`config.mk`:
```
export PLATFORM = sky130hd
export DESIGN_NAME = fp_result_receiver_flat
export DESIGN_NICKNAME = d
export VERILOG_FILES = /design/src/rtl/kalman_fp_pkg.sv /design/src/rtl/fp_result_receiver_if.sv /design/src/rtl/fp_result_fifo.sv /design/src/rtl/fp_result_receiver.sv /design/src/flat_wrapper.sv
export SDC_FILE = /design/constraint.sdc
export NUM_CORES = 1
export LEC_CHECK = 0
export BUFFER_PORTS_ARGS = -buffer_cell sky130_fd_sc_hd__buf_2
export CAP_MARGIN = 20
export CORE_MARGIN = 2
export CORE_UTILIZATION = 50
export DETAILED_ROUTE_END_ITERATION = 8
export PLACE_DENSITY = 0.7
export SLEW_MARGIN = 20
export SYNTH_ARGS = -nofsm -noshare
export SYNTH_HDL_FRONTEND = slang
export SYNTH_SLANG_ARGS = --single-unit
export TNS_END_PERCENT = 50
```
`constraint.sdc`:
```
create_clock -name clock -period 7.25 [get_ports clock]
set_input_delay 1.0875 -clock clock [delete_from_list [all_inputs] [get_ports clock]]
set_output_delay 1.0875 -clock clock [all_outputs]
set_load 0.1 [all_outputs]
```
`src/rtl/kalman_fp_pkg.sv`:
```
// Shared FP32 definitions for the Kalman FP datapath.
//   FP32_W       single-precision word width
//   FP_EXP_MSB   exponent field MSB
//   FP_EXP_LSB   exponent field LSB
//   FP_EXP_ALL1  exponent pattern of NaN / Inf
//   fp32_t       one FP32 word
package kalman_fp_pkg;

  localparam int unsigned FP32_W      = 32;
  localparam int unsigned FP_EXP_MSB  = 30;
  localparam int unsigned FP_EXP_LSB  = 23;
  localparam logic [7:0]  FP_EXP_ALL1 = 8'hFF;

  typedef logic [FP32_W-1:0] fp32_t;

endpackage

```
`src/rtl/fp_result_receiver_if.sv`:
```
// Bundle of the FP result receiver's data-facing signals.
//   s_tvalid/s_tready/s_tdata    AXI4-Stream result channel from the FP IP
//   out_valid/out_ready/out_data buffered results towards the Kalman datapath
//   level                        FIFO occupancy, 0..DEPTH
//   fp_err                       sticky NaN/Inf flag
// Modports:
//   slave   the receiver's view (accepts s_*, produces out_*)
//   master  the environment's view (IP plus datapath)
interface fp_result_receiver_if #(
  parameter int unsigned DATA_W = 32,
  parameter int unsigned CNT_W  = 3
);

  logic              s_tvalid;
  logic              s_tready;
  logic [DATA_W-1:0] s_tdata;
  logic              out_valid;
  logic              out_ready;
  logic [DATA_W-1:0] out_data;
  logic [CNT_W-1:0]  level;
  logic              fp_err;

  modport slave (
    input  s_tvalid, s_tdata, out_ready,
    output s_tready, out_valid, out_data, level, fp_err
  );

  modport master (
    output s_tvalid, s_tdata, out_ready,
    input  s_tready, out_valid, out_data, level, fp_err
  );

endinterface

```
`src/rtl/fp_result_fifo.sv`:
```
// Generic synchronous FIFO with registered handshake outputs and first-word
// fall-through from the register array.
//   clock       rising-edge clock
//   reset       asynchronous active-high reset
//   push_valid  write request
//   push_ready  registered, high while not full (low during reset)
//   push_data   write word
//   pop_valid   registered, high while not empty
//   pop_ready   read acknowledge
//   pop_data    registered head word; holds its last value when empty
//   level       registered occupancy, 0..DEPTH
module fp_result_fifo #(
  parameter int unsigned DATA_W = 32,
  parameter int unsigned DEPTH  = 4,
  parameter int unsigned CNT_W  = 3
) (
  input  logic              clock,
  input  logic              reset,
  input  logic              push_valid,
  output logic              push_ready,
  input  logic [DATA_W-1:0] push_data,
  output logic              pop_valid,
  input  logic              pop_ready,
  output logic [DATA_W-1:0] pop_data,
  output logic [CNT_W-1:0]  level
);

  localparam int unsigned     PtrW = (DEPTH > 1) ? $clog2(DEPTH) : 1;
  localparam logic [CNT_W-1:0] Full = CNT_W'(DEPTH);

  logic [DATA_W-1:0] mem_q [DEPTH];
  logic [PtrW-1:0]   wr_ptr_q, wr_ptr_d;
  logic [PtrW-1:0]   rd_ptr_q, rd_ptr_d;
  logic [CNT_W-1:0]  level_q, level_d;
  logic              ready_q, valid_q;
  logic [DATA_W-1:0] data_q, data_d;
  logic              push, pop;

  assign push = push_valid && ready_q;
  assign pop  = valid_q && pop_ready;

  always_comb begin
    wr_ptr_d = wr_ptr_q;
    rd_ptr_d = rd_ptr_q;
    level_d  = level_q;
    data_d   = data_q;
    // DEPTH is a power of two, so pointer wrap is the natural overflow.
    if (push) wr_ptr_d = wr_ptr_q + PtrW'(1);
    if (pop)  rd_ptr_d = rd_ptr_q + PtrW'(1);
    case ({push, pop})
      2'b10:   level_d = level_q + CNT_W'(1);
      2'b01:   level_d = level_q - CNT_W'(1);
      default: level_d = level_q;
    endcase
    // Next head: the word being written this edge if it lands on the new
    // read slot (empty FIFO, or level 1 with push+pop), else the array.
    if (level_d != '0) begin
      data_d = (push && (wr_ptr_q == rd_ptr_d)) ? push_data : mem_q[rd_ptr_d];
    end
  end

  // Storage needs no reset: pointers and level define what is valid.
  always_ff @(posedge clock) begin
    if (push) mem_q[wr_ptr_q] <= push_data;
  end

  always_ff @(posedge clock or posedge reset) begin
    if (reset) begin
      wr_ptr_q <= '0;
      rd_ptr_q <= '0;
      level_q  <= '0;
      ready_q  <= 1'b0;
      valid_q  <= 1'b0;
      data_q   <= '0;
    end else begin
      wr_ptr_q <= wr_ptr_d;
      rd_ptr_q <= rd_ptr_d;
      level_q  <= level_d;
      ready_q  <= (level_d != Full);
      valid_q  <= (level_d != '0);
      data_q   <= data_d;
    end
  end

  assign push_ready = ready_q;
  assign pop_valid  = valid_q;
  assign pop_data   = data_q;
  assign level      = level_q;

endmodule

```
`src/rtl/fp_result_receiver.sv`:
```
// Terminates the m_axis_result_* port of a Kalman FP core (add/sub/mul/div),
// applying real backpressure, buffering FP32 results and handing them to the
// filter datapath on a valid/ready port.
//   clock  rising-edge clock
//   reset  asynchronous active-high reset
//   bus    fp_result_receiver_if.slave: s_* from the IP, out_* to the
//          datapath, level occupancy, fp_err sticky NaN/Inf flag
// Build option: define FP_RESULT_CHECK_EN to flag accepted words whose
// exponent is all ones; otherwise fp_err is tied low.
module fp_result_receiver
  import kalman_fp_pkg::*;
#(
  parameter int unsigned DATA_W = FP32_W,
  parameter int unsigned DEPTH  = 4,
  parameter int unsigned CNT_W  = 3
) (
  input  logic                 clock,
  input  logic                 reset,
  fp_result_receiver_if.slave  bus
);

  fp_result_fifo #(
    .DATA_W (DATA_W),
    .DEPTH  (DEPTH),
    .CNT_W  (CNT_W)
  ) u_fifo (
    .clock      (clock),
    .reset      (reset),
    .push_valid (bus.s_tvalid),
    .push_ready (bus.s_tready),
    .push_data  (bus.s_tdata),
    .pop_valid  (bus.out_valid),
    .pop_ready  (bus.out_ready),
    .pop_data   (bus.out_data),
    .level      (bus.level)
  );

`ifdef FP_RESULT_CHECK_EN
  logic fp_err_q;

  // Data is buffered unchanged; the flag only records that a NaN/Inf passed.
  always_ff @(posedge clock or posedge reset) begin
    if (reset) begin
      fp_err_q <= 1'b0;
    end else if (bus.s_tvalid && bus.s_tready &&
                 (bus.s_tdata[FP_EXP_MSB:FP_EXP_LSB] == FP_EXP_ALL1)) begin
      fp_err_q <= 1'b1;
    end
  end

  assign bus.fp_err = fp_err_q;
`else
  assign bus.fp_err = 1'b0;
`endif

  a_no_push_full: assert property (@(posedge clock) disable iff (reset)
    (bus.s_tvalid && bus.s_tready) |-> (bus.level != CNT_W'(DEPTH)));

  a_no_pop_empty: assert property (@(posedge clock) disable iff (reset)
    (bus.out_valid && bus.out_ready) |-> (bus.level != '0));

  a_data_stable: assert property (@(posedge clock) disable iff (reset)
    (bus.out_valid && !bus.out_ready) |=> $stable(bus.out_data));

endmodule

```
`src/flat_wrapper.sv`:
```
// flat-port wrapper written by rule: the top's interface ports become plain ports
module fp_result_receiver_flat import kalman_fp_pkg::*;
#(
  parameter int unsigned DATA_W = FP32_W,
  parameter int unsigned DEPTH  = 4,
  parameter int unsigned CNT_W  = 3
)
  (clock, reset, bus_s_tvalid, bus_s_tdata, bus_out_ready, bus_s_tready, bus_out_valid, bus_out_data, bus_level, bus_fp_err);
  fp_result_receiver_if #(.DATA_W(DATA_W), .CNT_W(CNT_W)) bus_i ();
  input  logic clock;
  input  logic reset;
  input wire logic [$bits(bus_i.s_tvalid)-1:0] bus_s_tvalid;
  input wire logic [$bits(bus_i.s_tdata)-1:0] bus_s_tdata;
  input wire logic [$bits(bus_i.out_ready)-1:0] bus_out_ready;
  output wire logic [$bits(bus_i.s_tready)-1:0] bus_s_tready;
  output wire logic [$bits(bus_i.out_valid)-1:0] bus_out_valid;
  output wire logic [$bits(bus_i.out_data)-1:0] bus_out_data;
  output wire logic [$bits(bus_i.level)-1:0] bus_level;
  output wire logic [$bits(bus_i.fp_err)-1:0] bus_fp_err;
  assign bus_i.s_tvalid = bus_s_tvalid;
  assign bus_i.s_tdata = bus_s_tdata;
  assign bus_i.out_ready = bus_out_ready;
  assign bus_s_tready = bus_i.s_tready;
  assign bus_out_valid = bus_i.out_valid;
  assign bus_out_data = bus_i.out_data;
  assign bus_level = bus_i.level;
  assign bus_fp_err = bus_i.fp_err;
  fp_result_receiver #(.DATA_W(DATA_W), .DEPTH(DEPTH), .CNT_W(CNT_W)) u_core (.clock(clock), .reset(reset), .bus(bus_i));
endmodule
```
==> qor.yml <==
status: "finished clean"
path_max_fanout: 35
htree_levels: 4
async_reset_ff_share_pct: 24.3
core_mm2: 0.0128
rsz0062_at_grt: "no"
clk_latency_ps: 430
dieArea_mm2: 0.0141
ant_nets: 0
finalCritPeriodShare_pct: 54.3
post_cts_buffers: 0
finalSetupTns_ps: 0
avgSynthCellArea_um2: 18.5
max_cap_violations: 0
reg2reg_depth: 9
crit_type: "primary input to flip-flop"
synth_compound_gate_area_share_pct: 5.27
fin_area_mm2: 0.00774
synth_cell_types: 31
max_slew_margin_pct: 29.7
clkSinkCount: 169
post_cts_resize_count: 0
clock-skew-final_ps: 6.87
start_util_pct: 51.7
wl_um: 12200
hold_violations: 0
synth_top_family_by_area: "multiplexers"
hold_class: "flip-flop to flip-flop"
antenna_found_initial: 1
clock-root-buffer: "clkbuf_16"
maxSlewViolCount: 0
synth_edf_count: 128
arrival_ps: 4300
setup_viol_count_final: 0
required_ps: 7620
netlist_area_mm2: 0.00660
grt_max_degree: 42
numCtsBuffers: 17
critPathTopFamily: "simple AND/OR/NAND/NOR gates"
tightest_slew_ps: 1050
ys_ff_latch: 169
overflow: 0
layout.nets: 475
grt_pass1_wl_um: 19400
synth_xor_xnor_area_share_pct: 1.38
clock_path_buffers: 2
holdBufCountCts: 0
dp_hpwl_um: 6990
yosysSeqAreaShare_pct: 73.7
crit_slowest_cell: "o211ai_4"
muxShareOfSynthArea_pct: 11.3
ys.flop_type: "edfxtp_1"
synth_top_area_share_pct: 58.2
dieHeight_um: 119
critPathMaxStageDelay_ps: 830
final_common_cell: "edfxtp_1"
crit_path_start_kind: "primary input"
clk_pin_slew_ps: 60
yosysWarnings: 0
wl_per_cell_um: 19.7
cts_tree: "yes"
first_iter_violations: 271
cp_num_buf_inv: 3
drive_gt1_share_pct: 33.0
cp-end-kind: "flip-flop"
grt_usage_pct: 18.9
yosysTopAreaCell: "edfxtp_1"
crit_cells: 10
synth_cells: 357
dieWidth_um: 119
synth_simple_gate_area_share_pct: 3.24
row_count: 41
area_delta_synth_final_pct: 17.3
path_cells: "buf_2, and2_4, ha_1, inv_1, fa_1, nor3b_2, o211ai_4, and2_1, buf_4, a221o_1"
vias_per_cell: 5.47
place_area_mm2: 0.00714
portBuffers: 72
synthAdderAreaFrac_pct: 1.25
place.gp.congestion: 0.793
period_minus_slack_ps: 3940
ios: 74
hold_depth: 1
synth_area_leaders: "edfxtp_1, dfrtp_1, mux4_2"
grt_pass1_vias: 3548
final_cell_mix: "edfxtp_1, buf_2, dfrtp_1"
vias: 3385
dr.pass1.iters: 5
fmax_mhz: 254
syn_nets: 399
drc_errors: 0
## per-stage QoR
| stage | setup WS (ps) | instances | utilization, % | hold WS (ps) |
|---|---|---|---|---|
| finish | 3310 | 619 | 60.6 | 501 |
| global route | 3060 | 619 | 60.6 | 524 |
| floorplan | 3980 | 357 | - | 538 |
| global placement | 2860 | 586 | 55.9 | 482 |
| detailed placement | 2790 | 586 | 55.9 | 504 |
| CTS | 3270 | 618 | 60.6 | 515 |
## area by class of cell
cell class / count / area [µm²]
fill: 960 / 5030
sequential: 169 / 4870
multi-input combinational: 131 / 1520
clock buffer: 19 / 453
timing repair buffer: 75 / 383
tap: 172 / 215
clock inverter: 13 / 151
inverter: 39 / 146
antenna: 1 / 2.50
## worst register-to-register path, delay by kind of cell, from the launching register on
family	cells	cell delay [ps]
and+or+nand+nor	3	1050
DFF	1	400
buffers and inverters	2	440
adders and majority gates	2	640
AOI/OAI and AO/OA	2	1020
## cell usage after synthesis (2+ instances only)
master and instances:
edfxtp_1 128, dfrtp_1 41, inv_1 39, a221o_1 32, nor2_1 32, mux4_2 29, buf_2 9, and3_1 5
clkbuf_1 5, ha_1 5, xnor2_1 5, buf_6 3, mux4_1 3, nand2_1 3, o21ai_0 2
## flip-flops by register name (all words and copies together) (netlist names)
name	flops
u_core.u_fifo.mem_q	128
u_core.u_fifo.push_ready	1
u_core.u_fifo.pop_data	32
u_core.u_fifo.level	3
u_core.u_fifo.pop_valid	1
u_core.u_fifo.wr_ptr_q	2
u_core.u_fifo.rd_ptr_q	2
## cells by family after synthesis
group                    Yosys count
other                              1
adder cells (fa/ha/maj)            6
flip-flops                       169
AO/OA/AOI/OAI                     36
buffers and inverters             57
AND/OR/NAND/NOR                   47
XOR/XNOR                           8
multiplexers                      33
## worst paths after layout
path / startpoint / endpoint / slack, ps
max reg2reg: u_core.u_fifo.pop_valid / u_core.u_fifo.pop_data[13] / 3640
min reg2reg: u_core.u_fifo.level[0] / u_core.u_fifo.level[0] / 500
min in group asynchronous: reset / u_core.u_fifo.pop_data[19] / 860
max in group asynchronous: reset / u_core.u_fifo.pop_data[2] / 5820
max: bus_out_ready / u_core.u_fifo.pop_data[13] / 3310
min: u_core.u_fifo.level[0] / u_core.u_fifo.level[0] / 500
## routing by layer
layer  up-vias  wire length, µm  GRT usage (%)  part of all wire, %
li1       1531                -              -                    -
met1      1740             5240           24.2                   43
met2        98             6180           30.5                   51
met3        16              592           5.51                  4.8
met4         0              212           7.81                  1.7
met5         -                0              0                    0
Power is not shown: default switching activity piles up to over one toggle a cycle in this logic, so the estimate is an artifact.
